--- src/rtl/pipeline_hazard_ctrl_pkg.sv ---
// Shared types for the pipeline hazard controller: FSM state, md_cnt width,
// and the bundle of pipeline-register controls.
package hazard_pkg;

  typedef enum logic [0:0] {
    RUN     = 1'b0,
    MD_WAIT = 1'b1
  } hz_state_e;

  localparam int MD_CNT_W = 4;

  typedef struct packed {
    logic pc_write;
    logic ifid_write;
    logic ifid_flush;
    logic idex_bubble;
  } pipe_ctrl_t;

  // Freeze fetch and squash both front registers while the core is held in reset.
  localparam pipe_ctrl_t CTRL_RESET = '{pc_write: 1'b0, ifid_write: 1'b0,
                                        ifid_flush: 1'b1, idex_bubble: 1'b1};
  localparam pipe_ctrl_t CTRL_NORMAL = '{pc_write: 1'b1, ifid_write: 1'b1,
                                         ifid_flush: 1'b0, idex_bubble: 1'b0};
  localparam pipe_ctrl_t CTRL_STALL = '{pc_write: 1'b0, ifid_write: 1'b0,
                                        ifid_flush: 1'b0, idex_bubble: 1'b1};
  localparam pipe_ctrl_t CTRL_SQUASH = '{pc_write: 1'b1, ifid_write: 1'b1,
                                         ifid_flush: 1'b1, idex_bubble: 1'b1};
  localparam pipe_ctrl_t CTRL_JUMP = '{pc_write: 1'b1, ifid_write: 1'b1,
                                       ifid_flush: 1'b1, idex_bubble: 1'b0};

  // $zero is hardwired, so a load targeting it can never create a dependency.
  function automatic logic load_use_hit(
    input logic       mem_read,
    input logic [4:0] ex_rw,
    input logic [4:0] rs,
    input logic       use_rs,
    input logic [4:0] rt,
    input logic       use_rt
  );
    return mem_read && (ex_rw != 5'd0) &&
           ((use_rs && (rs == ex_rw)) || (use_rt && (rt == ex_rw)));
  endfunction

endpackage

--- src/rtl/pipeline_hazard_ctrl_if.sv ---
// Hazard-controller bundle: ID/EX hazard sources in, PC / IF/ID / ID/EX controls
// and performance counters out.
interface pipeline_hazard_ctrl_if #(
  parameter int CNT_W = 32
);
  logic [4:0]       id_rs;
  logic [4:0]       id_rt;
  logic             id_use_rs;
  logic             id_use_rt;
  logic             id_jump;
  logic             id_md_start;
  logic [4:0]       ex_rw;
  logic             ex_mem_read;
  logic             ex_branch_taken;

  logic             pc_write;
  logic             ifid_write;
  logic             ifid_flush;
  logic             idex_bubble;
  logic             md_busy;
  logic [CNT_W-1:0] stall_cycles;
  logic [CNT_W-1:0] flush_count;

  modport master (
    output id_rs, id_rt, id_use_rs, id_use_rt, id_jump, id_md_start,
           ex_rw, ex_mem_read, ex_branch_taken,
    input  pc_write, ifid_write, ifid_flush, idex_bubble, md_busy,
           stall_cycles, flush_count
  );

  modport slave (
    input  id_rs, id_rt, id_use_rs, id_use_rt, id_jump, id_md_start,
           ex_rw, ex_mem_read, ex_branch_taken,
    output pc_write, ifid_write, ifid_flush, idex_bubble, md_busy,
           stall_cycles, flush_count
  );
endinterface

--- src/rtl/pipeline_hazard_ctrl_perf_cnt.sv ---
// Stall-cycle and flush performance counters; compiled only when
// HAZARD_PERF_CNT_EN is defined.
`ifdef HAZARD_PERF_CNT_EN
module hazard_perf_cnt #(
  parameter int CNT_W = 32
) (
  input  logic             clk,
  input  logic             reset,
  input  logic             stall,
  input  logic             flush,
  output logic [CNT_W-1:0] stall_cycles,
  output logic [CNT_W-1:0] flush_count
);

  // Both counters wrap naturally at 2^CNT_W.
  always_ff @(posedge clk) begin
    if (reset) begin
      stall_cycles <= '0;
      flush_count  <= '0;
    end else begin
      if (stall) stall_cycles <= stall_cycles + 1'b1;
      if (flush) flush_count  <= flush_count + 1'b1;
    end
  end

endmodule
`endif

--- src/rtl/pipeline_hazard_ctrl.sv ---
// Load-use / branch / jump / mult-div hazard sequencer for the 5-stage core.
// Optional performance counters are built when HAZARD_PERF_CNT_EN is defined.
//
// state   | meaning
// RUN     | normal issue; branch > load-use > mult/div issue > jump priority
// MD_WAIT | mult/div occupying HI/LO; front end held, md_cnt counts down to 1
module pipeline_hazard_ctrl
  import hazard_pkg::*;
#(
  parameter int MD_LATENCY = 4,
  parameter int CNT_W      = 32
) (
  input logic                  clk,
  input logic                  reset,
  pipeline_hazard_ctrl_if.slave hz
);

  localparam logic [MD_CNT_W-1:0] MD_LOAD = MD_CNT_W'(MD_LATENCY - 1);

  generate
    if (MD_LATENCY < 2 || MD_LATENCY > 16) begin : g_bad_latency
      $error("pipeline_hazard_ctrl: MD_LATENCY must be within 2..16");
    end
  endgenerate

  hz_state_e           state;
  hz_state_e           state_next;
  logic [MD_CNT_W-1:0] md_cnt;
  logic [MD_CNT_W-1:0] md_cnt_next;
  pipe_ctrl_t          ctrl;
  logic                md_busy;
  logic                lu_hit;

  assign lu_hit = load_use_hit(hz.ex_mem_read, hz.ex_rw,
                               hz.id_rs, hz.id_use_rs,
                               hz.id_rt, hz.id_use_rt);

  always_ff @(posedge clk) begin
    if (reset) begin
      state  <= RUN;
      md_cnt <= '0;
    end else begin
      state  <= state_next;
      md_cnt <= md_cnt_next;
    end
  end

  always_comb begin
    state_next  = state;
    md_cnt_next = md_cnt;
    ctrl        = CTRL_NORMAL;
    md_busy     = 1'b0;

    unique case (state)
      RUN: begin
        if (hz.ex_branch_taken) begin
          ctrl = CTRL_SQUASH;
        end else if (lu_hit) begin
          // A pending mult/div in ID is simply re-presented next cycle.
          ctrl = CTRL_STALL;
        end else if (hz.id_md_start) begin
          ctrl        = CTRL_NORMAL;
          state_next  = MD_WAIT;
          md_cnt_next = MD_LOAD;
        end else if (hz.id_jump) begin
          ctrl = CTRL_JUMP;
        end
      end

      MD_WAIT: begin
        ctrl    = CTRL_STALL;
        md_busy = 1'b1;
        if (md_cnt == MD_CNT_W'(1)) begin
          state_next = RUN;
        end else begin
          md_cnt_next = md_cnt - 1'b1;
        end
      end

      default: begin
        state_next = RUN;
      end
    endcase

    if (reset) begin
      ctrl    = CTRL_RESET;
      md_busy = 1'b0;
    end
  end

  assign hz.pc_write    = ctrl.pc_write;
  assign hz.ifid_write  = ctrl.ifid_write;
  assign hz.ifid_flush  = ctrl.ifid_flush;
  assign hz.idex_bubble = ctrl.idex_bubble;
  assign hz.md_busy     = md_busy;

`ifdef HAZARD_PERF_CNT_EN
  logic [CNT_W-1:0] stall_cycles;
  logic [CNT_W-1:0] flush_count;

  hazard_perf_cnt #(
    .CNT_W (CNT_W)
  ) u_perf_cnt (
    .clk          (clk),
    .reset        (reset),
    .stall        (~ctrl.pc_write),
    .flush        (ctrl.ifid_flush),
    .stall_cycles (stall_cycles),
    .flush_count  (flush_count)
  );

  assign hz.stall_cycles = stall_cycles;
  assign hz.flush_count  = flush_count;
`else
  assign hz.stall_cycles = '0;
  assign hz.flush_count  = '0;
`endif

endmodule

--- src/flat_wrapper.sv ---
// flat-port wrapper written by rule: the top's interface ports become plain ports
module pipeline_hazard_ctrl_flat import hazard_pkg::*;
#(
  parameter int MD_LATENCY = 4,
  parameter int CNT_W      = 32
)
  (clk, reset, hz_id_rs, hz_id_rt, hz_id_use_rs, hz_id_use_rt, hz_id_jump, hz_id_md_start, hz_ex_rw, hz_ex_mem_read, hz_ex_branch_taken, hz_pc_write, hz_ifid_write, hz_ifid_flush, hz_idex_bubble, hz_md_busy, hz_stall_cycles, hz_flush_count);
  pipeline_hazard_ctrl_if #(.CNT_W(CNT_W)) hz_i ();
  input logic clk;
  input logic reset;
  input wire logic [$bits(hz_i.id_rs)-1:0] hz_id_rs;
  input wire logic [$bits(hz_i.id_rt)-1:0] hz_id_rt;
  input wire logic [$bits(hz_i.id_use_rs)-1:0] hz_id_use_rs;
  input wire logic [$bits(hz_i.id_use_rt)-1:0] hz_id_use_rt;
  input wire logic [$bits(hz_i.id_jump)-1:0] hz_id_jump;
  input wire logic [$bits(hz_i.id_md_start)-1:0] hz_id_md_start;
  input wire logic [$bits(hz_i.ex_rw)-1:0] hz_ex_rw;
  input wire logic [$bits(hz_i.ex_mem_read)-1:0] hz_ex_mem_read;
  input wire logic [$bits(hz_i.ex_branch_taken)-1:0] hz_ex_branch_taken;
  output wire logic [$bits(hz_i.pc_write)-1:0] hz_pc_write;
  output wire logic [$bits(hz_i.ifid_write)-1:0] hz_ifid_write;
  output wire logic [$bits(hz_i.ifid_flush)-1:0] hz_ifid_flush;
  output wire logic [$bits(hz_i.idex_bubble)-1:0] hz_idex_bubble;
  output wire logic [$bits(hz_i.md_busy)-1:0] hz_md_busy;
  output wire logic [$bits(hz_i.stall_cycles)-1:0] hz_stall_cycles;
  output wire logic [$bits(hz_i.flush_count)-1:0] hz_flush_count;
  assign hz_i.id_rs = hz_id_rs;
  assign hz_i.id_rt = hz_id_rt;
  assign hz_i.id_use_rs = hz_id_use_rs;
  assign hz_i.id_use_rt = hz_id_use_rt;
  assign hz_i.id_jump = hz_id_jump;
  assign hz_i.id_md_start = hz_id_md_start;
  assign hz_i.ex_rw = hz_ex_rw;
  assign hz_i.ex_mem_read = hz_ex_mem_read;
  assign hz_i.ex_branch_taken = hz_ex_branch_taken;
  assign hz_pc_write = hz_i.pc_write;
  assign hz_ifid_write = hz_i.ifid_write;
  assign hz_ifid_flush = hz_i.ifid_flush;
  assign hz_idex_bubble = hz_i.idex_bubble;
  assign hz_md_busy = hz_i.md_busy;
  assign hz_stall_cycles = hz_i.stall_cycles;
  assign hz_flush_count = hz_i.flush_count;
  pipeline_hazard_ctrl #(.MD_LATENCY(MD_LATENCY), .CNT_W(CNT_W)) u_core (.clk(clk), .reset(reset), .hz(hz_i));
endmodule
--- config.mk ---
export PLATFORM = sky130hd
export DESIGN_NAME = pipeline_hazard_ctrl_flat
export DESIGN_NICKNAME = d
export VERILOG_FILES = /design/src/rtl/pipeline_hazard_ctrl_pkg.sv /design/src/rtl/pipeline_hazard_ctrl_if.sv /design/src/rtl/pipeline_hazard_ctrl_perf_cnt.sv /design/src/rtl/pipeline_hazard_ctrl.sv /design/src/flat_wrapper.sv
export SDC_FILE = /design/constraint.sdc
export NUM_CORES = 1
export LEC_CHECK = 0
export CAP_MARGIN = 10
export CORE_MARGIN = 4
export CORE_UTILIZATION = 34
export CTS_CLUSTER_SIZE = 8
export DETAILED_ROUTE_END_ITERATION = 16
export PLACE_DENSITY = 0.95
export SKIP_LAST_GASP = 1
export SYNTH_ARGS = -nofsm -noshare
export SYNTH_HDL_FRONTEND = slang
export SYNTH_SLANG_ARGS = --single-unit
--- constraint.sdc ---
create_clock -name clk -period 4.69 [get_ports clk]
set_input_delay 0.7035 -clock clk [delete_from_list [all_inputs] [get_ports clk]]
set_output_delay 0.7035 -clock clk [all_outputs]
set_load 0.1 [all_outputs]
==> flow_summary.toml, run 1 <==
[outcome]
run_status = "complete, no violations"

[floorplan]
fp-row-count = 19
die_w_um = 62.77
pin_count = 92
core-area_um2 = 2805
die_ar_um2 = 3939
die_h_um = 62.77
initial_core_util = 0.3635

[synthesis]
synthSimpleGateAreaFrac = 0.1362
synth-seq-cells = 5
ys_async_sr_fraction = 0
post_synth_xor_area_fraction = 0.08589
synth_top_cell_by_area = "sky130_fd_sc_hd__buf_4"
syn_area_um2 = 1020
synth_largest_type_area_fraction = 0.4785
synthDistinctLibCells = 33
post_synth_inst_count = 132
synth.area.mux_share = 0
dominant_combinational_cell_family_by_area_after_synthesis = "buffers and inverters"
adder_cell_area_share_of_the_yosys_netlist = 0.02454
number_of_synthesized_flops_with_an_enable_pin = 0
synthFlopType = "sky130_fd_sc_hd__dfxtp_1"
yosys_warn_count = 0
seq_area_frac_synth = 0.09816
synth.top_cells.by_area = "sky130_fd_sc_hd__buf_4, sky130_fd_sc_hd__dfxtp_1, sky130_fd_sc_hd__xnor2_1"
synth_compound_gate_area_share = 0.1460
synthesis.area_per_instance_um2 = 7.725

[routing]
route.detailed.vias_per_inst = 4.085
detail_route.first_pass.iterations = 4
dr.first_iter.drc_count = 23
vias = 772
post_drt_wl_per_cell_um = 10.99
drc = 0
ant_nets = 0
route.final.wire_length_um = 2077

[setup_path]
timing.critical_path.depth = 3
timing.setup.critical_path_class = "input port to output pin"
r2r_slack_ps = 2980
critical_path_source_type = "input port"
crit_slowest_cell = "sky130_fd_sc_hd__clkdlybuf4s50_1"
worst_r2r_path_depth = 6
critical-path-top-delay-family = "buffers and inverters"
critPathMaxFanout = 8
timing.critical_path.to_type = "output pin"
reg_to_reg_start = "u_core.md_cnt[1]"
data_required_time_at_the_worst_endpoint_ps = 3990
beginning_of_the_critical_path = "reset"
slowest_delay_ps = 1160
cp_common_cell = "sky130_fd_sc_hd__clkdlybuf4s50_1"
critical_path_data_arrival_time_ps = 2610
endpoint = "hz_md_busy"
timing.critical_path.cells = "clkdlybuf4s50_1, nor2_1, clkdlybuf4s50_1"
path_buf_inv = 2
crit-reg2reg-capture = "u_core.md_cnt[0]"

[timing]
tightestPinTransition_ps = 975.0
max_slew_margin = 0.3480
report.final.setup_viol = 0
timing.final.crit_period_ps = 3318
clock_skew_ps = 0.9631
achievable-frequency_mhz = 301.4
finalHoldViolCount = 0
rsz0062_at_grt = "no"
period_share = 0.7074
timing.final.max_slew_violations = 0
setup-tns-final_ps = 0

[global_route]
via_count_of_the_first_global_routing_pass = 689
global_route.usage.total = 0.09652
grt_start_max_net_pins = 12
antenna_violations_before_repair = 0
globalRouteOverflowTotal = 0
first_pass_grt_wire_length_um = 3036

[clock_tree]
clock_latency_late_sink_ps = 240
ctsRootBufferMaster = "sky130_fd_sc_hd__clkbuf_4"
cts-root-to-sink-buffers = 2
cts.sinks = 5
post_cts.repair.setup_buffers = 0
cts-buffers-inserted = 3
h-tree-depth = 1
tritoncts = "built"
cts.repair.resized = 0
clkTransAtPathRegs_ps = 40
cts_hold_buffers = 0

[placement]
dp_hpwl_um = 1804
place_congestion = 0.8983
dp_cells = 185
portBuffers = 27

[power]
p_leak_nw = 0.4977
ir_worst_vdd_mv = 0.1249
power_density_nw_per_um2 = 388.9

[layout]
layoutNonFillerInstCount = 189
most-common-layout-cells = "sky130_fd_sc_hd__conb_1, sky130_fd_sc_hd__clkdlybuf4s50_1, sky130_fd_sc_hd__xnor2_1"
num_antenna_cells = 0
drive_above_1_share = 0.08861
area_growth_pct = 6.013
most_common_cell_after_layout_fill_and_taps_aside = "sky130_fd_sc_hd__conb_1"
layout.nets = 184

[job]
max_cap_viol_count = 0

[worst_hold_path]
classification_of_the_worst_slack_hold_path = "flip-flop to flip-flop"
-- through the flow --
stage                     power (mW)  instance area [um2]    util  worst slack [ps]  hold slack, ps
after floorplan               0.3786                 1256       -             637.4           463.1
after global placement        0.3669                 1055  0.3760              1431           477.5
after detailed placement      0.3695                 1055  0.3760              1360           499.3
after CTS                     0.4208                 1081  0.3854              1348           506.5
after global routing          0.4355                 1081  0.3854              1303           529.5
final                         0.4204                 1081  0.3854              1372           513.8
-- cells in the mapped netlist, types with 2 or more instances --
master                     instances
sky130_fd_sc_hd__buf_4            65
sky130_fd_sc_hd__xnor2_1          10
sky130_fd_sc_hd__dfxtp_1           5
sky130_fd_sc_hd__nor3_1            5
sky130_fd_sc_hd__a21oi_1           4
sky130_fd_sc_hd__inv_1             4
sky130_fd_sc_hd__and3_1            3
sky130_fd_sc_hd__nand2_1           3
sky130_fd_sc_hd__o21ai_0           3
sky130_fd_sc_hd__o22ai_1           3
sky130_fd_sc_hd__clkbuf_1          2
sky130_fd_sc_hd__ha_1              2
sky130_fd_sc_hd__nand4_1           2
sky130_fd_sc_hd__nor2_1            2
-- worst register-to-register path, stage by stage (launching register included) --
cell,delay [ps]
sky130_fd_sc_hd__dfxtp_1,330
sky130_fd_sc_hd__inv_1,90
sky130_fd_sc_hd__ha_1,130
sky130_fd_sc_hd__or3b_1,450
sky130_fd_sc_hd__and3_1,250
sky130_fd_sc_hd__o31ai_1,260
sky130_fd_sc_hd__a21oi_1,60
-- layer usage --
layer	global-route usage	vias up	part of all wire
met4	0.06612	0	0.026
met5	0	-	0
met1	0.09345	344	0.32
met3	0.008993	6	0.089
met2	0.1891	53	0.56
li1	-	369	-
-- state kept, by name (all words and copies together), names as in the netlist --
signal,count
u_core.md_cnt,4
u_core.state,1
-- power breakdown --
group / total (mW) / switching [mW] / internal [mW] / leakage [nW]
clock: 0.0494 / 0.0172 / 0.0321 / 0.0150
combinational: 0.318 / 0.277 / 0.0412 / 0.442
sequential: 0.0526 / 0.00550 / 0.0471 / 0.0412
total: 0.420 / 0.300 / 0.121 / 0.498
-- layout make-up --
cell class	instances	area, um2
tap	31	38.79
fill	309	1724
sequential	5	100.1
multi-input combinational	118	640.6
clock buffer	4	26.28
inverter	4	15.01
timing repair buffer	27	260.3
-- worst min path at each step --
stage                  endpoint  cells past startpoint              from  slack, ps
6_report       u_core.md_cnt[2]                      2  u_core.md_cnt[2]        510
3_3_place_gp   u_core.md_cnt[2]                      2  u_core.md_cnt[2]        480
5_1_grt        u_core.md_cnt[2]                      2  u_core.md_cnt[2]        530
2_1_floorplan  u_core.md_cnt[2]                      2  u_core.md_cnt[2]        460
4_1_cts        u_core.md_cnt[2]                      2  u_core.md_cnt[2]        510
3_5_place_dp   u_core.md_cnt[2]                      2  u_core.md_cnt[2]        500
-- logic make-up after synthesis --
| family | after synthesis |
|---|---|
| compound gates | 19 |
| flops | 5 |
| buf+inv | 72 |
| simple gates | 23 |
| fa+ha+maj | 2 |
| other cells | 1 |
| xor+xnor | 10 |
Note: power is estimated with default switching activity, not from simulation.
==> run 2: changes to the inputs <==
--- a/config.mk
+++ b/config.mk
@@ -7,10 +7,10 @@
 export LEC_CHECK = 0
 export CAP_MARGIN = 10
 export CORE_MARGIN = 4
-export CORE_UTILIZATION = 34
+export CORE_UTILIZATION = 28
 export CTS_CLUSTER_SIZE = 8
 export DETAILED_ROUTE_END_ITERATION = 16
-export PLACE_DENSITY = 0.95
+export PLACE_DENSITY = 0.88
 export SKIP_LAST_GASP = 1
 export SYNTH_ARGS = -nofsm -noshare
 export SYNTH_HDL_FRONTEND = slang
==> constraint.sdc (replaced) <==
create_clock -name clk -period 2.8 [get_ports clk]
set_input_delay 0.42 -clock clk [delete_from_list [all_inputs] [get_ports clk]]
set_output_delay 0.42 -clock clk [all_outputs]
set_load 0.1 [all_outputs]
==> run 2 against run 1 <==
Clock skew is 2.1 ps higher. Power grew 72%. Critical path depth up 3. Sequential power rose by 67%. Cell area grew 7.1%. Setup slack lost 1300 ps. Clock power is 75% higher. Highest routed layer unchanged.
==> flow_summary.toml, run 2 (synthesis gave the netlist of run 1 again) <==
[outcome]
run_status = "complete, no violations"

[floorplan]
fp-row-count = 21
initial_core_util = 0.2985
core-area_um2 = 3416
pin_count = 92
die_w_um = 68.35
die_h_um = 68.35
die_ar_um2 = 4672

[layout]
most-common-layout-cells = "sky130_fd_sc_hd__conb_1, sky130_fd_sc_hd__clkdlybuf4s50_1, sky130_fd_sc_hd__xnor2_1"
layout.filler_cells = 375
num_antenna_cells = 0
seq_area_um2 = 100.1
most_common_cell_after_layout_fill_and_taps_aside = "sky130_fd_sc_hd__conb_1"
top_regs = "u_core.md_cnt: 4 flops, u_core.state: 1 flops"
area_growth_pct = 13.50
layout.nets = 185
area_of_combinational_cells_with_multiple_inputs_um2 = 643.1
largest_register_ff_count = 4
largest-register = "u_core.md_cnt"
drive_above_1_share = 0.1069
finish.instance_area_um2 = 1157

[clock_tree]
cts.sinks = 5
tritoncts = "built"
ctsRootBufferMaster = "sky130_fd_sc_hd__clkbuf_4"
cts.repair.resized = 0
clkTransAtPathRegs_ps = 40
clock_latency_late_sink_ps = 250
cts-root-to-sink-buffers = 2
cts-buffers-inserted = 3
post_cts.repair.setup_buffers = 0
cts_hold_buffers = 0
h-tree-depth = 1

[routing]
route.final.wire_length_um = 1987
dr.first_iter.drc_count = 21
vias = 782
ant_nets = 0
post_drt_wl_per_cell_um = 9.693
detail_route.first_pass.iterations = 6
drc = 0
route.detailed.vias_per_inst = 3.815

[timing]
clock_skew_ps = 3.057
period_share = 0.9628
final_critical_path_setup_slack_ps = 104.1
hold_ws_ps = 511.8
timing.final.max_slew_violations = 0
report.final.setup_viol = 0
achievable-frequency_mhz = 370.9
setup-tns-final_ps = 0
timing.final.crit_period_ps = 2696
rsz0062_at_grt = "no"
finalHoldViolCount = 0

[global_route]
grt_start_max_net_pins = 12
global_route.usage.total = 0.07799
antenna_violations_before_repair = 0
globalRouteOverflowTotal = 0
first_pass_grt_wire_length_um = 2663
via_count_of_the_first_global_routing_pass = 591

[placement]
placedInstanceArea_um2 = 1131
place_ws_ps = 126.4
portBuffers = 27
place_congestion = 0.9562
dp_hpwl_um = 1781

[setup_path]
slowest_delay_ps = 580
critical_path_source_type = "input port"
critical_path_data_arrival_time_ps = 2280
critical-path-top-delay-family = "compound AO/OA/AOI/OAI gates"
timing.critical_path.to_type = "output pin"
data_required_time_at_the_worst_endpoint_ps = 2380
timing.critical_path.cells = "clkdlybuf4s50_1, xnor2_1, nand4_1, o22a_1, o41a_2, buf_12"
crit_slowest_cell = "sky130_fd_sc_hd__clkdlybuf4s50_1"
path_buf_inv = 2
timing.setup.critical_path_class = "input port to output pin"
critPathMaxFanout = 5

[power]
p_leak_nw = 0.5239
ir_worst_vdd_mv = 0.2466
power_density_nw_per_um2 = 626.6

[worst_hold_path]
classification_of_the_worst_slack_hold_path = "flip-flop to flip-flop"

[job]
max_cap_viol_count = 0
==> run 2: per-stage QoR <==
step	utilization	power, mW	instances
2_1_floorplan	-	0.6348	195
3_3_place_gp	0.3311	0.6317	201
3_5_place_dp	0.3311	0.6361	201
4_1_cts	0.3388	0.7252	205
5_1_grt	0.3388	0.7518	205
6_report	0.3388	0.7252	205
==> run 2: path summary, 6_finish.rpt <==
| check | slack [ps] | start | endpoint | depth (start not counted) |
|---|---|---|---|---|
| setup / recovery | 100 | hz_ex_rw[1] | hz_ifid_flush | 6 |
| hold reg to reg | 510 | u_core.md_cnt[2] | u_core.md_cnt[2] | 2 |
| hold / removal | 510 | u_core.md_cnt[2] | u_core.md_cnt[2] | 2 |
| setup reg to reg | 1090 | u_core.md_cnt[1] | u_core.md_cnt[1] | 6 |
==> run 2: worst reg2reg max path, stage by stage (launching register included) <==
cell and delay, ps:
sky130_fd_sc_hd__dfxtp_1 330, sky130_fd_sc_hd__inv_1 90, sky130_fd_sc_hd__ha_1 130, sky130_fd_sc_hd__or3b_1 440
sky130_fd_sc_hd__and2_4 220, sky130_fd_sc_hd__o311ai_1 300, sky130_fd_sc_hd__a21oi_1 70
==> run 2: report_power, final <==
group | internal [mW] | total, mW | leakage (nW) | switching (mW)
Sequential | 0.0789 | 0.0880 | 0.0412 | 0.00911
Clock | 0.0541 | 0.0866 | 0.0150 | 0.0326
Combinational | 0.0824 | 0.551 | 0.468 | 0.468
Total | 0.215 | 0.725 | 0.524 | 0.510
==> run 2: metal layers <==
layer | vias to the layer above | wire (um) | share of wire | global-route usage
li1 | 367 | - | - | -
met1 | 338 | 685 | 0.34 | 0.08772
met2 | 67 | 975 | 0.49 | 0.1264
met3 | 10 | 254 | 0.13 | 0.009852
met4 | 0 | 72 | 0.036 | 0.07196
met5 | - | 0 | 0 | 0
==> run 2: cell type report <==
cell class / instances / share of cell area
clock buffer: 4 / 0.02270
inverter: 4 / 0.01297
tap: 46 / 0.04973
sequential: 5 / 0.08649
multi-input combinational: 118 / 0.5557
timing repair buffer: 28 / 0.2724
==> run 3: changes to the inputs <==
--- a/config.mk
+++ b/config.mk
@@ -8,9 +8,10 @@
 export CAP_MARGIN = 10
 export CORE_MARGIN = 4
 export CORE_UTILIZATION = 28
+export CTS_CLUSTER_DIAMETER = 40
 export CTS_CLUSTER_SIZE = 8
 export DETAILED_ROUTE_END_ITERATION = 16
-export PLACE_DENSITY = 0.88
+export PLACE_DENSITY = 0.77
 export SKIP_LAST_GASP = 1
 export SYNTH_ARGS = -nofsm -noshare
 export SYNTH_HDL_FRONTEND = slang
==> run 3 against run 2 <==
Sequential share of layout area up 0.056 points. Final cell count down 0.49%. Non-clock buffer count down 1. Combinational power down 0.7%. Sequential power about the same. Critical path depth unchanged. Clock skew up 1.9 ps. Highest routed layer unchanged.
==> flow_summary.toml, run 3 (synthesis gave the netlist of run 1 again) <==
[timing]
timing.final.crit_period_ps = 2647
clock_skew_ps = 4.961
final_critical_path_setup_slack_ps = 152.9
finalHoldViolCount = 0
period_share = 0.9454
timing.final.max_slew_violations = 0
setup-tns-final_ps = 0
rsz0062_at_grt = "no"
report.final.setup_viol = 0
hold_ws_ps = 504.3
achievable-frequency_mhz = 377.8

[outcome]
run_status = "complete, no violations"

[floorplan]
core-area_um2 = 3416
die_h_um = 68.35
initial_core_util = 0.2985
fp-row-count = 21
die_ar_um2 = 4672
die_w_um = 68.35
pin_count = 92

[placement]
place_congestion = 0.7877
portBuffers = 27
placedInstanceArea_um2 = 1124
dp_cells = 200
place_ws_ps = 162.7
dp_hpwl_um = 1704

[layout]
top_regs = "u_core.md_cnt: 4 flops, u_core.state: 1 flops"
drive_above_1_share = 0.1013
layout.filler_cells = 391
most-common-layout-cells = "sky130_fd_sc_hd__conb_1, sky130_fd_sc_hd__clkdlybuf4s50_1, sky130_fd_sc_hd__xnor2_1"
fraction_of_the_core_area_covered_by_cells_at_the_end_of_the_flow = 0.3366
layout.nets = 184
most_common_cell_after_layout_fill_and_taps_aside = "sky130_fd_sc_hd__conb_1"
largest_register_ff_count = 4
finish.instance_area_um2 = 1150
num_antenna_cells = 0
area_growth_pct = 12.76
layoutNonFillerInstCount = 204
largest-register = "u_core.md_cnt"

[power]
overall_power_uw = 718.9
power_density_nw_per_um2 = 625.2
ir_worst_vdd_mv = 0.2262
p_leak_nw = 0.5191

[job]
max_cap_viol_count = 0

[routing]
dr.first_iter.drc_count = 6
post_drt_wl_per_cell_um = 9.250
route.final.wire_length_um = 1887
detail_route.first_pass.iterations = 4
drc = 0
ant_nets = 0
route.detailed.vias_per_inst = 3.706
vias = 756

[global_route]
globalRouteMet3Util = 0.02135
via_count_of_the_first_global_routing_pass = 555
grt_most_used_layer = "met2"
globalRouteOverflowTotal = 0
grt_use_met2 = 0.1107
met1_resource_use_gr = 0.08569
grt_start_max_net_pins = 12
global_route.usage.total = 0.06949
antenna_violations_before_repair = 0
first_pass_grt_wire_length_um = 2463

[setup_path]
timing.critical_path.to_type = "output pin"
timing.setup.critical_path_class = "input port to output pin"
critical_path_data_arrival_time_ps = 2230
critPathMaxFanout = 5
timing.critical_path.cells = "clkdlybuf4s50_1, xnor2_1, nand4_1, o22a_1, o41a_2, buf_12"
slowest_delay_ps = 590
crit_slowest_cell = "sky130_fd_sc_hd__clkdlybuf4s50_1"
data_required_time_at_the_worst_endpoint_ps = 2380
critical_path_source_type = "input port"

[clock_tree]
h-tree-depth = 1
cts-buffers-inserted = 3
cts.repair.resized = 0
cts_hold_buffers = 0
clkTransAtPathRegs_ps = 40
clock_latency_late_sink_ps = 250
tritoncts = "built"
post_cts.repair.setup_buffers = 0
cts.sinks = 5
cts-root-to-sink-buffers = 2
ctsRootBufferMaster = "sky130_fd_sc_hd__clkbuf_4"

[worst_hold_path]
classification_of_the_worst_slack_hold_path = "flip-flop to flip-flop"
==> run 3: worst max-delay path: cells and delay by family <==
kind	cells	cell delay, ps
AND/OR/NAND/NOR	1	130
XOR/XNOR	1	140
buffers and inverters	2	770
AO/OA/AOI/OAI	2	770
==> run 3: cell type report <==
type / instances / area, um2 / area share
Multi-Input combinational cell: 118 / 643.1 / 0.5593
Sequential cell: 5 / 100.1 / 0.08705
Tap cell: 46 / 57.56 / 0.05005
Clock buffer: 4 / 26.28 / 0.02285
Inverter: 4 / 15.01 / 0.01306
Timing Repair Buffer: 27 / 307.8 / 0.2677
==> run 3: final timing paths <==
check / from / end / slack (ps) / cells past startpoint
hold / removal: u_core.md_cnt[2] / u_core.md_cnt[2] / 500 / 2
setup / recovery: hz_ex_rw[1] / hz_ifid_flush / 150 / 6
setup reg to reg: u_core.md_cnt[1] / u_core.md_cnt[1] / 1130 / 6
hold reg to reg: u_core.md_cnt[2] / u_core.md_cnt[2] / 500 / 2
==> run 3: metal layers <==
metal / wire length [um] / vias up / share of wire
met1: 701 / 331 / 0.37
met3: 210 / 5 / 0.11
met5: 0 / - / 0
li1: - / 370 / -
met4: 30 / 0 / 0.016
met2: 945 / 50 / 0.50
==> run 3: report_power, final <==
part | internal, mW | leakage (nW) | switching, mW
combinational | 0.0812 | 0.463 | 0.466
sequential | 0.0790 | 0.0412 | 0.00881
clock | 0.0539 | 0.0150 | 0.0301
total | 0.214 | 0.519 | 0.505
